===== src/rtl/instr_byte_fetcher.sv =====
// Sequential Y86-64 instruction byte gatherer: reads 1/2/9/10 bytes from a byte-wide memory
// and presents the 80-bit instruction window with valP, length and status flags.
//
// state | meaning
// IDLE  | waiting for a request, req_ready=1
// ISSUE | one byte read per cycle; byte k-1 is captured while byte k issues
// DRAIN | capture the last in-flight byte (if any)
// DONE  | result held on out_* until out_ready
module instr_byte_fetcher #(
  parameter int unsigned MEM_SIZE = 65536,
  parameter int unsigned ADDR_W   = 16
) (
  input  logic              clk,
  input  logic              reset,
  input  logic              req_valid,
  input  logic [63:0]       req_pc,
  output logic              req_ready,
  output logic              mem_rd,
  output logic [ADDR_W-1:0] mem_addr,
  input  logic [7:0]        mem_rdata,
  output logic              out_valid,
  input  logic              out_ready,
  output logic [79:0]       out_instr,
  output logic [63:0]       out_valp,
  output logic [3:0]        out_len,
  output logic              out_mem_error,
  output logic              out_instr_inv
);

  typedef enum logic [1:0] {S_IDLE, S_ISSUE, S_DRAIN, S_DONE} state_t;

  localparam logic [64:0] MEM_LIMIT = 65'(MEM_SIZE);

  state_t      state_q, state_d;
  logic [63:0] pc_q, pc_d;
  logic [3:0]  k_q, k_d;
  logic [3:0]  len_q, len_d;
  logic [79:0] instr_q, instr_d;
  logic [63:0] valp_q, valp_d;
  logic        err_q, err_d;
  logic        inv_q, inv_d;
  logic        dcap_q, dcap_d;

  logic [64:0] byte_addr;
  logic        in_range;
  logic [3:0]  len_cur;
  logic [3:0]  cap_idx;
  logic        cap_en;
  logic        rd_c;

  function automatic logic [3:0] len_of(input logic [3:0] icode);
    logic [3:0] l;
    case (icode)
      4'h2, 4'h6, 4'hA, 4'hB: l = 4'd2;
      4'h7, 4'h8:             l = 4'd9;
      4'h3, 4'h4, 4'h5:       l = 4'd10;
      default:                l = 4'd1;
    endcase
    return l;
  endfunction

  always_comb begin
    state_d = state_q;
    pc_d    = pc_q;
    k_d     = k_q;
    len_d   = len_q;
    instr_d = instr_q;
    valp_d  = valp_q;
    err_d   = err_q;
    inv_d   = inv_q;
    dcap_d  = dcap_q;
    rd_c    = 1'b0;
    cap_en  = 1'b0;
    cap_idx = k_q - 4'd1;

    // 65-bit sum so a PC near 2**64 cannot wrap back into range
    byte_addr = {1'b0, pc_q} + {61'b0, k_q};
    in_range  = (byte_addr < MEM_LIMIT);
    len_cur   = (k_q == 4'd1) ? len_of(mem_rdata[7:4]) : len_q;

    case (state_q)
      S_IDLE: begin
        if (req_valid) begin
          pc_d    = req_pc;
          k_d     = 4'd0;
          len_d   = 4'd0;
          instr_d = '0;
          valp_d  = '0;
          err_d   = 1'b0;
          inv_d   = 1'b0;
          dcap_d  = 1'b0;
          state_d = S_ISSUE;
        end
      end
      S_ISSUE: begin
        cap_en = (k_q != 4'd0);
        if (k_q == 4'd1) begin
          len_d = len_cur;
          inv_d = (mem_rdata[7:4] >= 4'hC);
        end
        if (k_q != 4'd0 && k_q >= len_cur) begin
          // single-byte instruction: byte 0 lands now, nothing more to read
          state_d = S_DONE;
        end else if (!in_range) begin
          err_d = 1'b1;
          if (k_q == 4'd0) begin
            len_d   = 4'd1;
            state_d = S_DONE;
          end else begin
            dcap_d  = 1'b0;
            state_d = S_DRAIN;
          end
        end else begin
          rd_c = 1'b1;
          k_d  = k_q + 4'd1;
          if (k_q != 4'd0 && k_q == len_cur - 4'd1) begin
            dcap_d  = 1'b1;
            state_d = S_DRAIN;
          end
        end
      end
      S_DRAIN: begin
        cap_en  = dcap_q;
        state_d = S_DONE;
      end
      S_DONE: begin
        if (out_ready) state_d = S_IDLE;
      end
      default: state_d = S_IDLE;
    endcase

    if (cap_en) begin
      for (int i = 0; i < 10; i++) begin
        if (cap_idx == 4'(i)) instr_d[79-8*i -: 8] = mem_rdata;
      end
    end

    if (state_d == S_DONE && state_q != S_DONE) valp_d = pc_q + {60'b0, len_d};
  end

  always_ff @(posedge clk) begin
    if (reset) begin
      state_q <= S_IDLE;
      pc_q    <= '0;
      k_q     <= '0;
      len_q   <= '0;
      instr_q <= '0;
      valp_q  <= '0;
      err_q   <= 1'b0;
      inv_q   <= 1'b0;
      dcap_q  <= 1'b0;
    end else begin
      state_q <= state_d;
      pc_q    <= pc_d;
      k_q     <= k_d;
      len_q   <= len_d;
      instr_q <= instr_d;
      valp_q  <= valp_d;
      err_q   <= err_d;
      inv_q   <= inv_d;
      dcap_q  <= dcap_d;
    end
  end

  assign req_ready     = (state_q == S_IDLE);
  assign out_valid     = (state_q == S_DONE);
  assign mem_rd        = rd_c;
  assign mem_addr      = rd_c ? byte_addr[ADDR_W-1:0] : '0;
  assign out_instr     = instr_q;
  assign out_valp      = valp_q;
  assign out_len       = len_q;
  assign out_mem_error = err_q;
  assign out_instr_inv = inv_q;

endmodule


===== config.mk =====
export PLATFORM = sky130hd
export DESIGN_NAME = instr_byte_fetcher
export DESIGN_NICKNAME = d
export VERILOG_FILES = /design/src/rtl/instr_byte_fetcher.sv
export SDC_FILE = /design/constraint.sdc
export NUM_CORES = 1
export LEC_CHECK = 0
export ABC_AREA = 0
export ABC_CLOCK_PERIOD_IN_PS = 5900
export BUFFER_PORTS_ARGS = -buffer_cell sky130_fd_sc_hd__buf_2
export CORE_ASPECT_RATIO = 1.1
export CORE_MARGIN = 1.5
export CORE_UTILIZATION = 36
export CTS_BUF_LIST = sky130_fd_sc_hd__clkbuf_4 sky130_fd_sc_hd__clkbuf_8
export CTS_CLUSTER_DIAMETER = 100
export CTS_CLUSTER_SIZE = 12
export DETAILED_ROUTE_END_ITERATION = 8
export GPL_TIMING_DRIVEN = 0
export PLACE_DENSITY = 0.64
export SLEW_MARGIN = 10
export SYNTH_ARGS = -nofsm -noshare
export SYNTH_HDL_FRONTEND = slang
export SYNTH_SLANG_ARGS = --single-unit

===== constraint.sdc =====
create_clock -name clk -period 5.9 [get_ports clk]
set_input_delay 1.77 -clock clk [delete_from_list [all_inputs] [get_ports clk]]
set_output_delay 1.77 -clock clk [all_outputs]
set_load 0.01 [all_outputs]

After elaboration in Yosys (flattened, before gate mapping):

Memory sizes are Yosys's and may differ from the RTL's.
Cells that the tools add are included.

* add/sub/neg operators: 5
* order comparisons: 3
* equal/unequal tests: 23
* muxes and demuxes: 50
* reductions and logical operators: 16

Operator list (count)
* 80-bit two-way mux: 3
* 64-bit two-way mux: 3
* 8-bit two-way mux: 10
* 64-bit by 4-bit adder with 65-bit output: 1
* 65-bit by 17-bit < comparator with 1-bit output (second input constant): 1
* 64-bit by 4-bit adder with 64-bit output: 1
* 4-bit two-way mux: 9
* 4-bit by 3-bit == test with 1-bit output (second input constant): 4
* 16-bit two-way mux: 1
* 4-bit one-hot mux with 2 select lines: 2
* 1-bit two-way mux: 12
* 2-bit inequality test (second input constant): 6
* 2-bit two-way mux: 5
* 4-bit by 1-bit == test with 1-bit output (second input constant): 2
* 4-bit by 2-bit == test with 1-bit output (second input constant): 2
* 4-bit == test (second input constant): 2
* 4-bit zero test: 2
* 1-bit one-hot mux with 2 select lines: 4
* 2-bit one-hot mux with 4 select lines: 1
* 4-bit AND reduction: 2
* 4-bit by 1-bit subtractor with 4-bit output (second input constant): 2
* 2-bit == test (second input constant): 3
* 3-bit inequality test (second input constant): 2
* 2-bit nonzero test: 3
* other kinds (11): 14

* register bits: 221
* bits in read-only memories: 48
* bits of input ports: 76
* output and inout port bits: 169
* memories kept: 1

Memories
* (name not given): words 16, width 3, read ports 1, clocked after memory_dff 0, wr ports 0, RTL line 53 `case (icode)`

Depth between registers and ports, before layout:

* depth after elaboration: 13
* depth in mapped cells: 28

Worst setup path after synthesis:

No wires, ideal clock.

* path kind: input-to-output
* start: input mem_rdata[4]
* end: output mem_addr[2]
* arrival time: 3937 ps
* data required time: 4130 ps
* setup slack: 193 ps
* cell stages on the path: 13
* path buffers: 0
* cells stage by stage: a21oi_1 -> mux2i_1 -> nor2_1 -> o21bai_1 -> inv_1 -> ha_1 -> nand2b_1 -> a21o_1 -> a21o_1 -> a21oi_1 -> nor2_1 -> nor3_2 -> nor3b_1

* longest elaborated chain between the ends: 7

RTL lines
* start, declared: RTL line 20 `input logic [7:0] mem_rdata,`
* memory 16 x 3 bit
* 4-bit two-way mux: RTL line 79 `len_cur = (k_q == 4'd1) ? len_of(mem_rdata[7:4]) : len_q;`
* 4-bit greater-or-equal comparator: RTL line 101 `if (k_q != 4'd0 && k_q >= len_cur) begin`
* 1-bit logical AND: RTL line 101
* 1-bit two-way mux: RTL line 101
* 1-bit two-way mux: RTL line 81 `case (state_q)`
* named net mem_rd: RTL line 18 `output logic mem_rd,`
* 16-bit two-way mux: RTL line 168 `assign mem_addr = rd_c ? byte_addr[ADDR_W-1:0] : '0;`
* end, declared: RTL line 19 `output logic [ADDR_W-1:0] mem_addr,`

The timed path passes the listed nets, and every way through them passes these cells.

Worst setup path after layout:

* start: register k_q[0]
* end: output mem_addr[6]

* longest elaborated chain between the ends: 7

RTL lines
* start, declared: RTL line 36 `logic [3:0] k_q, k_d;`
* start signal, assigned: RTL line 155 `k_q <= k_d;`
* parallel branches: the longest is 6 deep, another holds 64-bit by 4-bit adder with 65-bit output
* 16-bit two-way mux *: RTL line 168

Mark *: on every way between the ends.

==> metrics.cfg <==
[route]
wirelength_um = 48600
wl_per_cell_um = 20.8
firstDrtPassIters = 6
drc_errors = 0
drt-initial-drc-count = 1048
vias = 13429
antenna_left = 0
viasPerCell = 5.75

[timing]
whs_ns = 0.465
period_needed_ns = 5.86
hold_viol = 0
final.setup.worst_slack_ns = 0.0368
period_share = 0.994
slew_violations = 0
fin_tns_setup_ns = 0
tightest_slew_ns = 1.17
setup_violations = 0
maxClockFrequency_mhz = 171
slew-limit-headroom = 0.211
finClkSkew_ns = 0.0178

[clocking]
cts_max_path_buffers = 3
cts.sinks = 221
cts-htree-levels = 1
numCtsBuffers = 22
clkSlewWorstSetupHoldPaths_ns = 0.09
clk_latency_ns = 0.56
cts_tree = done
postCtsHoldBufs = 0
cts_root_buffer = clkbuf_8

[place]
port_buffers = 239
pre_cts_slack_ns = -1.83
routabilityCongestion = 0.958
dp_hpwl_um = 37300

[global_route]
grt_overflow = 0
grt_pass1_wl_um = 72400
grt_max_degree = 13
grt_antenna_before_repair = 1
first_global_vias = 12620
grt_usage = 0.254

[finish]
final_core_util = 0.456
drive_above_1_share = 0.272
syn2layout_area_growth_pct = 23.7
fin_nets = 1999
diodes = 0

[logic_synthesis]
synth.distinct_cells = 72
synth_area_um2 = 12700
syn_avg_cell_area_um2 = 7.97
synth_top_area_cell = dfxtp_1
synthesis.nets = 1695
synth_seq_area_share = 0.348
ys_ff_latch = 221
synthFlopType = dfxtp_1
synth_top_area_frac = 0.348
synth_edf_count = 0
synth_cells = 1594
ys_warn_count = 0
synthTopCellsByArea = dfxtp_1 35%, nand2_1 8.5%, a21oi_1 7.0%
synthArstFlopShare = 0

[flow_run]
max_cap_viol_count = 0

[min_path]
min-delay-start = out_valp[55]$_SDFFE_PP0P_
hold_path_end = out_valp[55]$_SDFFE_PP0P_
min_path_type = flop to flop
holdPathStages = 2

[floorplanning]
rows = 71
core_um2 = 34500
initial_utilization = 0.368
dieArea_um2 = 36400
die_h_um = 200
die_x_um = 182
ios = 245

[setup_path]
cp-start-kind = flop
reg2reg_depth = 25
r2r-start = k_q[0]$_SDFFE_PP0P_
critPathArrivalTime_ns = 4.09
crit_path_end_kind = output pin
crit_fanout = 10
r2r_setup_slack_ns = 0.10
required_ns = 4.13
critical_path_class = flop to output pin
r2r_end = out_valp[53]$_SDFFE_PP0P_

[power_and_ir_drop]
seqPwrFrac = 0.437
p_clk_frac = 0.243
comb_power_share = 0.320
ir_drop_uv = 149
internal_power_w = 0.00225
swShare = 0.385
power_leakage_nw = 6.08
p_switching_w = 0.00141
p_per_area_nw_per_um2 = 233

[outcome]
outcome = finished, final reports clean

-- synth_stat cells, types with 4 or more instances --
cell type / n
nand4_4: 4
nor2b_1: 5
a21oi_1: 177
buf_6: 12
ha_1: 23
nor3_1: 29
o2111a_1: 4
or2_2: 5
a211oi_1: 5
xor2_1: 44
nor2_1: 61
o2111ai_1: 46
inv_1: 19
dfxtp_1: 221
or3_1: 9
a21o_1: 4
nor4_2: 5
clkbuf_1: 99
nand2b_1: 5
and3_1: 15
mux2i_1: 5
a31oi_1: 8
o21ai_1: 8
nand3_1: 124
and2_1: 25
nand2_1: 286
nor4_1: 31
and4_1: 6
o41ai_1: 7
o211ai_1: 16
buf_1: 4
buf_2: 48
o21ai_0: 23
xnor2_1: 59
o41ai_2: 40
nand4_1: 57
-- flip-flops by register name, summed over array words and instances, names as in the netlist --
| name | cells |
|---|---|
| dcap_q | 1 |
| k_q | 4 |
| out_instr | 80 |
| out_instr_inv | 1 |
| out_len | 4 |
| out_mem_error | 1 |
| out_valp | 64 |
| pc_q | 64 |
| state_q | 2 |
-- worst max path at each step --
stage                         startpoint                         to  slack [ns]  depth (start not counted)
floorplan                   mem_rdata[4]                mem_addr[2]        0.19                         13
global placement     k_q[1]$_SDFFE_PP0P_  out_valp[53]$_SDFFE_PP0P_       -1.85                         26
detailed placement   k_q[1]$_SDFFE_PP0P_  out_valp[53]$_SDFFE_PP0P_       -1.83                         26
CTS                 pc_q[0]$_SDFFE_PP0P_  out_valp[60]$_SDFFE_PP0P_       0.008                         27
global route                mem_rdata[5]                mem_addr[2]       -0.05                         15
finish               k_q[0]$_SDFFE_PP0P_                mem_addr[6]        0.04                         15
-- per-stage QoR --
step / cells / instance area [µm²] / power (W)
final: 2336 / 15700 / 0.00367
after detailed placement: 2271 / 14400 / 0.00272
after global placement: 2271 / 14400 / 0.00270
after CTS: 2311 / 15100 / 0.00362
after global routing: 2336 / 15700 / 0.00383
after floorplan: 1594 / 12700 / 0.00236
-- worst max-delay path, cell delays in order, from the launching register on --
cell       delay (ns)
dfxtp_4          0.38
ha_4             0.14
inv_2            0.04
fa_2             0.37
nor2b_4          0.16
o2111a_2         0.26
buf_6            0.15
nand4_1          0.19
mux2i_2          0.31
nand4_1          0.19
nor4_4           0.35
buf_4            0.19
nand3_4          0.16
clkbuf_16        0.21
nor4_2           0.25
buf_2            0.17
-- logic make-up after synthesis --
family | count (synthesis) | share of synthesized area
xor+xnor | 103 | 0.0710
mux | 6 | 0.00483
buf+inv | 186 | 0.0674
flops | 221 | 0.348
simple gates | 693 | 0.275
compound gates | 360 | 0.207
fa+ha+maj | 25 | 0.0258
-- cell type report --
class | instances | area [µm²]
multi-input cells | 1188 | 7940
clock buffers | 23 | 317
plain buffers | 159 | 786
well taps | 438 | 548
repair buffers | 285 | 1600
fillers | 3551 | 18800
flip-flops and latches | 221 | 4440
inverters | 21 | 82.6
clock inverters | 1 | 8.76
-- what timing repair did --
item / CTS / global route
pin swaps: 9 / 29
buffers inserted: 19 / 26
gates resized for setup: 46 / 77
endpoints found under the hold margin: 0 / 0
endpoints found under the setup margin: 75 / 46
cloned: 0 / 2
-- cell usage in the layout (no fill, tap or decap), types with 22 or more instances in the layout --
| master | Yosys | layout |
|---|---|---|
| a21oi_1 | 177 | 172 |
| dfxtp_1 | 221 | 216 |
| nand3_1 | 124 | 123 |
| nand2_1 | 286 | 285 |
| xor2_1 | 44 | 44 |
| clkbuf_1 | 99 | 90 |
| o21ai_0 | 23 | 22 |
| nor3_1 | 29 | 25 |
| buf_2 | 48 | 283 |
| o2111ai_1 | 46 | 46 |
| o41ai_2 | 40 | 40 |
| buf_4 | 2 | 44 |
| and2_1 | 25 | 23 |
| xnor2_1 | 59 | 58 |
| clkbuf_8 | 0 | 24 |
| nand4_1 | 57 | 57 |
| nor2_1 | 61 | 56 |
-- power by group through the flow --
stage	combinational [W]	sequential (W)	clock, W
4_1_cts	0.00112	0.00159	0.000910
3_5_place_dp	0.00110	0.00163	0
3_3_place_gp	0.00108	0.00162	0
6_report	0.00117	0.00160	0.000891
2_1_floorplan	0.000744	0.00162	0
5_1_grt	0.00126	0.00161	0.000961
-- per-layer routing --
layer	global-route usage	wire length, µm
met3	0.0350	3620
met2	0.443	23300
met1	0.311	19500
met4	0.115	2230
met5	0	17
(Power assumes the default switching activity.)
